===== src/rtl/col_burst_ctrl.sv =====
// Column burst controller: starts a skewed read burst across N_CH column FIFOs
// and issues per-channel read / shift-register strobes from a shared counter.
module col_burst_ctrl #(
  parameter int N_CH       = 4,
  parameter int W_ADDR     = 8,
  parameter int BURST_LEN  = 9,
  parameter int SKEW       = 1,
  parameter int THRESHOLD  = 10,
  parameter int AUTO_START = 1
) (
  input  logic                       i_clk,
  input  logic                       i_rst_n,
  input  logic [N_CH-1:0]            i_fifo_empty,
  input  logic [N_CH*(W_ADDR+1)-1:0] i_occupants,
  input  logic                       i_start,
  input  logic                       i_stall,
  output logic [N_CH-1:0]            o_read_enable,
  output logic [N_CH-1:0]            o_sr_enable,
  output logic                       o_busy,
  output logic                       o_done,
  output logic                       o_underflow
);

  localparam int TOTAL = BURST_LEN + (N_CH - 1) * SKEW;
  localparam int TW    = $clog2(TOTAL + 1);
  localparam logic [TW-1:0] T_LAST = TW'(TOTAL - 1);

  typedef enum logic [1:0] {IDLE, RUN, DONE} state_t;

  state_t        state, state_nxt;
  logic [TW-1:0] t, t_nxt;
  logic          occ_ok;
  logic          start_cond;
  logic [31:0]   occ_ext;
  logic [TW-1:0] lo, hi;

  // Occupancy compared at 32 bits so a large THRESHOLD is never truncated.
  always_comb begin
    occ_ok  = 1'b1;
    occ_ext = '0;
    for (int unsigned k = 0; k < N_CH; k++) begin
      occ_ext = 32'(i_occupants[k*(W_ADDR+1) +: W_ADDR+1]);
      if (occ_ext < 32'(THRESHOLD)) occ_ok = 1'b0;
    end
  end

  assign start_cond = ~|i_fifo_empty && ((AUTO_START != 0) ? occ_ok : i_start);

  // Window bounds are evaluated at the width of t; the largest bound is TOTAL.
  always_comb begin
    o_sr_enable = '0;
    lo          = '0;
    hi          = '0;
    if (state == RUN && !i_stall) begin
      for (int unsigned k = 0; k < N_CH; k++) begin
        lo = TW'(k * SKEW);
        hi = TW'(k * SKEW + BURST_LEN);
        if (t >= lo && t < hi) o_sr_enable[k] = 1'b1;
      end
    end
  end

  assign o_read_enable = o_sr_enable & ~i_fifo_empty;
  assign o_busy        = (state == RUN);
  assign o_done        = (state == DONE);

  always_comb begin
    state_nxt = state;
    t_nxt     = t;
    case (state)
      IDLE: begin
        if (start_cond) begin
          state_nxt = RUN;
          t_nxt     = '0;
        end
      end
      RUN: begin
        if (!i_stall) begin
          if (t == T_LAST) begin
            state_nxt = DONE;
            t_nxt     = '0;
          end else begin
            t_nxt = t + TW'(1);
          end
        end
      end
      DONE: begin
        state_nxt = IDLE;
        t_nxt     = '0;
      end
      default: begin
        state_nxt = IDLE;
        t_nxt     = '0;
      end
    endcase
  end

  always_ff @(posedge i_clk) begin
    if (!i_rst_n) begin
      state       <= IDLE;
      t           <= '0;
      o_underflow <= 1'b0;
    end else begin
      state <= state_nxt;
      t     <= t_nxt;
      if (|(o_sr_enable & i_fifo_empty)) o_underflow <= 1'b1;
    end
  end

endmodule


===== config.mk =====
export PLATFORM = sky130hd
export DESIGN_NAME = col_burst_ctrl
export DESIGN_NICKNAME = d
export VERILOG_FILES = /design/src/rtl/col_burst_ctrl.sv
export SDC_FILE = /design/constraint.sdc
export NUM_CORES = 1
export LEC_CHECK = 0
export BUFFER_PORTS_ARGS = -buffer_cell sky130_fd_sc_hd__buf_2
export CAP_MARGIN = 0
export CORE_MARGIN = 10
export CORE_UTILIZATION = 33
export DETAILED_ROUTE_END_ITERATION = 6
export GPL_ROUTABILITY_DRIVEN = 1
export GPL_TIMING_DRIVEN = 0
export PLACE_DENSITY_LB_ADDON = 0.08
export SETUP_SLACK_MARGIN = 0.4
export SLEW_MARGIN = 0
export SYNTH_ARGS = -nofsm -noshare
export SYNTH_HDL_FRONTEND = slang
export SYNTH_SLANG_ARGS = --single-unit

===== constraint.sdc =====
create_clock -name i_clk -period 1.4 [get_ports i_clk]
set_input_delay 0 -clock i_clk [delete_from_list [all_inputs] [get_ports i_clk]]
set_output_delay 0 -clock i_clk [all_outputs]
set_load 0.1 [all_outputs]

### Yosys cells after proc, flatten, opt, wreduce, memory -nomap -nowiden

Cells that the tools add are included.

| word-level totals | value |
|---|---|
| register bits | 7 |
| bits in latches | 0 |
| memory bits (writable) | 0 |
| memory bits (read-only) | 0 |
| input bits | 44 |
| output and inout bits | 11 |
| word-level logic and storage cells | 55 |
| memories kept | 0 |

| cells by class | value |
|---|---|
| add/subtract/negate cells | 1 |
| multiply operators | 0 |
| div/mod/pow operators | 0 |
| $lt $le $gt $ge | 12 |
| equal/unequal tests | 6 |
| shift operators | 0 |
| mux-type cells | 17 |
| bitwise operators | 3 |
| reductions and logical operators | 13 |

Operators with widths:

| kind | number |
|---|---|
| < comparator 9 x 4 -> 1 bit, second input constant | 4 |
| < comparator 4 bit, second input constant | 4 |
| two-way mux 4 bit | 4 |
| bitwise AND 4 bit | 2 |
| >= comparator 4 x 1 -> 1 bit, second input constant | 2 |
| >= comparator 4 x 2 -> 1 bit, second input constant | 2 |
| two-way mux 1 bit | 8 |
| one-hot mux 4 bit (2 select lines) | 1 |
| OR reduction 4 bit | 2 |
| logical AND 1 bit | 6 |
| two-way mux 2 bit | 3 |
| adder 4 x 1 -> 4 bit, second input constant | 1 |
| equality test 4 bit, second input constant | 1 |
| inequality test 2 bit, second input constant | 2 |
| inverter 4 bit | 1 |
| one-hot mux 2 bit (2 select lines) | 1 |
| AND reduction 3 bit | 1 |
| equality test 2 x 1 -> 1 bit, second input constant | 1 |
| equality test 2 bit, second input constant | 1 |
| logical NOT 1 bit | 2 |
| logical NOT 2 bit | 1 |
| inequality test 2 x 1 -> 1 bit, second input constant | 1 |
| AND reduction 2 bit | 1 |

### Logic depth before layout (Yosys ltp)

| logic depth | value |
|---|---|
| depth after elaboration | 8 |
| depth in mapped cells | 6 |
| gate-level depth less buffers | 6 |

### Worst setup path before layout

OpenSTA, ideal clock, no wires.

| timing | value |
|---|---|
| kind | reg-to-output |
| start | reg state[0] |
| end | out o_read_enable[3] |
| arrival | 3.597 ns |
| slack | -2.197 ns |
| cell stages (with the launch flop) | 4 |
| path buffers | 0 |
| cells stage by stage | dfxtp_1 -> or3b_4 -> a211oi_2 -> nor2b_1 |

| between the ends | value |
|---|---|
| word-level cells in the longest chain between the ends | 4 |

Ends and longest elaborated chain:

| item | line | text |
|---|---|---|
| from (decl) | 30 | `state_t state, state_nxt;` |
| from (signal assigned) | 104 | `state <= state_nxt;` |
| equality test 2 x 1 -> 1 bit | 54 | `if (state == RUN && !i_stall) begin` |
| logical AND 1 bit | 54 |  |
| two-way mux 4 bit | 54 |  |
| named net o_sr_enable[3] | 18 | `output logic [N_CH-1:0] o_sr_enable,` |
| bitwise AND 4 bit | 63 | `assign o_read_enable = o_sr_enable & ~i_fifo_empty;` |
| to (decl) | 17 | `output logic [N_CH-1:0] o_read_enable,` |

The timed path passes the listed nets, and every way through them passes these cells.

### Worst setup path after layout

| timing | value |
|---|---|
| start | reg state[1] |
| end | out o_read_enable[3] |

| between the ends | value |
|---|---|
| word-level cells in the longest chain between the ends | 4 |

Ends and longest elaborated chain:

| item | line |
|---|---|
| equality test 2 x 1 -> 1 bit | 54 |
| logical AND 1 bit | 54 |
| two-way mux 4 bit | 54 |
| bitwise AND 4 bit | 63 |

Every way passes these cells.

==> impl.org <==
** Critical path
- Slowest stage delay, CP :: 450 ps
- Type of destination of the critical path :: output pin
- The critical path goes through or3b_4 -> a211oi_4 -> nor2b_4 -> buf_12.
- At the worst endpoint, the arrival time is 1740 ps.
- Kind of critical path :: register to output pin
- The slowest stage of the critical path belongs to the cell sky130_fd_sc_hd__or3b_4.
- For the worst setup path, the data required time is 1400 ps.
- The worst setup path is launched from a register.
- Of all nets on the critical path, the largest fanout is 4.

** Cells and area
- Highest-count cells in the layout ignoring fill and taps :: sky130_fd_sc_hd__buf_2, sky130_fd_sc_hd__buf_4, sky130_fd_sc_hd__buf_12, sky130_fd_sc_hd__buf_6
- Post-layout util :: 85.1%
- The net count of the finished layout is 207.
- Of the cells placed in the final design, the portion with a size suffix greater than 1 is 70.4%.
- Most common cell after layout, fill and taps aside :: sky130_fd_sc_hd__buf_2
- Antenna Diode Count :: 0
- Compared with the post-synthesis result, the final layout area differs by 138%.
- The count of cells in the finished layout, fillers not included, comes to 184.

** Route
- In the final routed layout, each cell accounts on average for 18.2 microns.
- The first detailed-routing pass took 4 iterations.
- The detail route stage leaves a number of antenna-violating nets equal to 0.
- For this run, design rule violations remaining after detail routing come to 0.
- For this block, the initial DRC count from the detailed router was 29.
- Dividing the detail-routed via count by the number of cells gives 5.41.
- Via total after detailed routing :: 995
- Routed WL :: 3340 microns

** Synthesis
- EDFF count, synth :: 0
- In the synthesized netlist, the number of instances is 87.
- Counting distinct cell types in the post-synthesis netlist gives 33.
- Sequential area share after synthesis :: 22.0%
- YS warnings :: 0
- Main combinational cell family by area after synthesis :: simple AND/OR/NAND/NOR gates
- Synth Cell Area :: 637 sq um
- Summing the areas of all fa, ha and maj instances in the mapped netlist gives 5.89% of the synthesized area.
- Summing the areas of all compound-gate instances in the mapped netlist gives 28.7% of the synthesized area.
- Area fraction in and, or, nand and nor cells after synthesis :: 36.7%
- Number of nets in the synthesized netlist :: 134
- Counting flops and latches in the post-synthesis netlist gives 7.
- Multiplexer share of the synthesized area :: 1.57%
- Of the total synthesized cell area, the portion taken by XOR and XNOR cells is 0%.
- The most used flip-flop cell after synthesis is sky130_fd_sc_hd__dfxtp_1.
- Post-Synthesis Mean Instance Area :: 7.32 sq um
- FFs w/ async S/R, synth :: 0%

** CTS
- Hold repair after CTS inserted 0 buffers.
- Max H-tree Level :: 1
- Clock transition time at the flip-flop clock pins of the worst setup and hold paths :: 60 ps
- Counting every sink on the clock net gives 7.
- CTS tree :: done
- Bufs on Longest Clock Path :: 2
- TritonCTS created 3 clock buffers.
- Clk Latency, worst-skew pair :: 260 ps
- Buffer cell driving the clock tree root :: sky130_fd_sc_hd__clkbuf_4

** STA
- Final-report setup violation count :: 11
- Final clock skew :: 6.11 ps
- Final Worst Setup Slack :: -342 ps
- The worst path uses 124% of the clock period.
- Headroom to the max-slew limit came out at 67.6%.
- Post-Route Hold Slack :: 40.0 ps
- Top achievable clock speed :: 0.574 GHz
- At the pin with the least slew margin, the transition time is 482 ps.
- The final-report hold violation count came to 0.
- Setup repair after global routing could not meet its margin everywhere.
- Final critical path time including I/O delays and setup :: 1740 ps
- The number of pins with negative max-slew slack in the final report came to 0.

** Pwr
- Pwr dens :: 374 nW/um^2
- Worst voltage drop across the vdd grid :: 0.350 mV
- In this run the static leakage power is 0.640 nW.
- Overall power consumption after layout is estimated at 0.567 mW.

** Global route
- The first global-routing pass estimated 4690 microns of wire.
- Number of antenna violations at the first check in global routing :: 0
- GR Util All Layers :: 13.9%
- Aggregate global routing overflow :: 0
- Entering global routing, the biggest net connects 11 pins.
- The number of global-route vias before repair came to 1050.

** Placed design
- At the end of routability-driven placement, the weighted congestion stood at 0.833.
- Half-perimeter wire length after detailed placement :: 1950 microns
- Buffers placed on the I/O ports in this run total 49.
- Number of placed instances with taps included :: 161

** Die
- Placeable core region :: 1780 sq um
- Die outline area :: 4090 sq um
- Boundary Pins :: 55
- Number of placement rows :: 15
- Horizontal die dimension :: 63.9 microns
- Die H :: 63.9 microns
- Initial core utilization :: 35.7%

** Flow run
- Max cap viols :: 0

** Worst hold path
- The min-delay analysis places its worst path in the category input port to register.

** Status
- Violated checks :: negative setup slack
- The flow ran to the end, but the final reports show violations.
-- Yosys cell counts (all sizes together) (2+ instances only) --
| cell | instances | area [sq um] |
|---|---|---|
| a21oi | 5 | 32.5 |
| o21a | 4 | 30.0 |
| nor3 | 8 | 40.0 |
| buf | 2 | 10.0 |
| nand2 | 7 | 26.3 |
| nor2b | 4 | 25.0 |
| or3b | 2 | 20.0 |
| nand2b | 4 | 25.0 |
| o21ai | 6 | 30.0 |
| nor2 | 8 | 30.0 |
| o22ai | 2 | 12.5 |
| and3 | 3 | 18.8 |
| nor4 | 3 | 25.0 |
| dfxtp | 7 | 140 |
| inv | 6 | 22.5 |
| ha | 3 | 37.5 |
-- timing repair --
item	4_1_cts	5_1_grt
gates resized for setup	61	16
pin swaps	8	14
hold endpoints to repair	0	0
setup buffers	12	7
setup endpoints to repair	17	17
-- per-layer routing --
layer | global-route usage, % | up-vias | wire length (microns) | share of wire, %
met5 | 0 | - | 0 | 0
met3 | 3.66 | 8 | 190 | 5.7
li1 | - | 467 | - | -
met1 | 14.1 | 469 | 1290 | 38
met4 | 4.92 | 0 | 85 | 2.5
met2 | 26.5 | 51 | 1780 | 53
-- logic make-up after synthesis --
kind of cell	after synthesis
muxes	1
and+or+nand+nor	42
adders and majority gates	3
buffers and inverters	8
DFF	7
AOI/OAI and AO/OA	26
-- final timing paths --
kind	from	endpoint	slack [ps]	cells past startpoint
max	state[1]	o_read_enable[3]	-340	4
min	i_rst_n	state[1]	40	3
max reg2reg	t[1]	o_underflow	-140	9
min reg2reg	o_underflow	o_underflow	570	2
-- critical path: cells and delay by family (launching register included) --
family | cells | cell delay, ps
buffers and inverters | 1 | 180
and+or+nand+nor | 2 | 670
DFF | 1 | 350
AOI/OAI and AO/OA | 1 | 280
-- sequential cells by signal (all words and copies together) (netlist names) --
| register | count |
|---|---|
| o_underflow | 1 |
| t | 4 |
| state | 2 |
-- cell type report --
cell class,count,area (sq um)
well taps,25,31.3
fillers,93,265
plain buffers,2,18.8
repair buffers,68,567
clock buffers,4,26.3
multi-input cells,72,692
flip-flops and latches,7,155
inverters,6,27.5
-- through the flow --
step	worst slack [ps]	setup TNS [ps]	instance area, sq um
floorplan	-934	-4570	763
global placement	-256	-918	1040
finish	-342	-2010	1520
global route	-377	-2410	1520
CTS	-298	-1680	1400
detailed placement	-269	-1020	1040
-- report_power, final --
| part | leakage, nW | internal [mW] | switching [mW] |
|---|---|---|---|
| logic | 0.565 | 0.0877 | 0.0915 |
| clock network | 0.0150 | 0.109 | 0.0811 |
| registers | 0.0597 | 0.195 | 0.00260 |
Power figures use the tool's default switching activity.
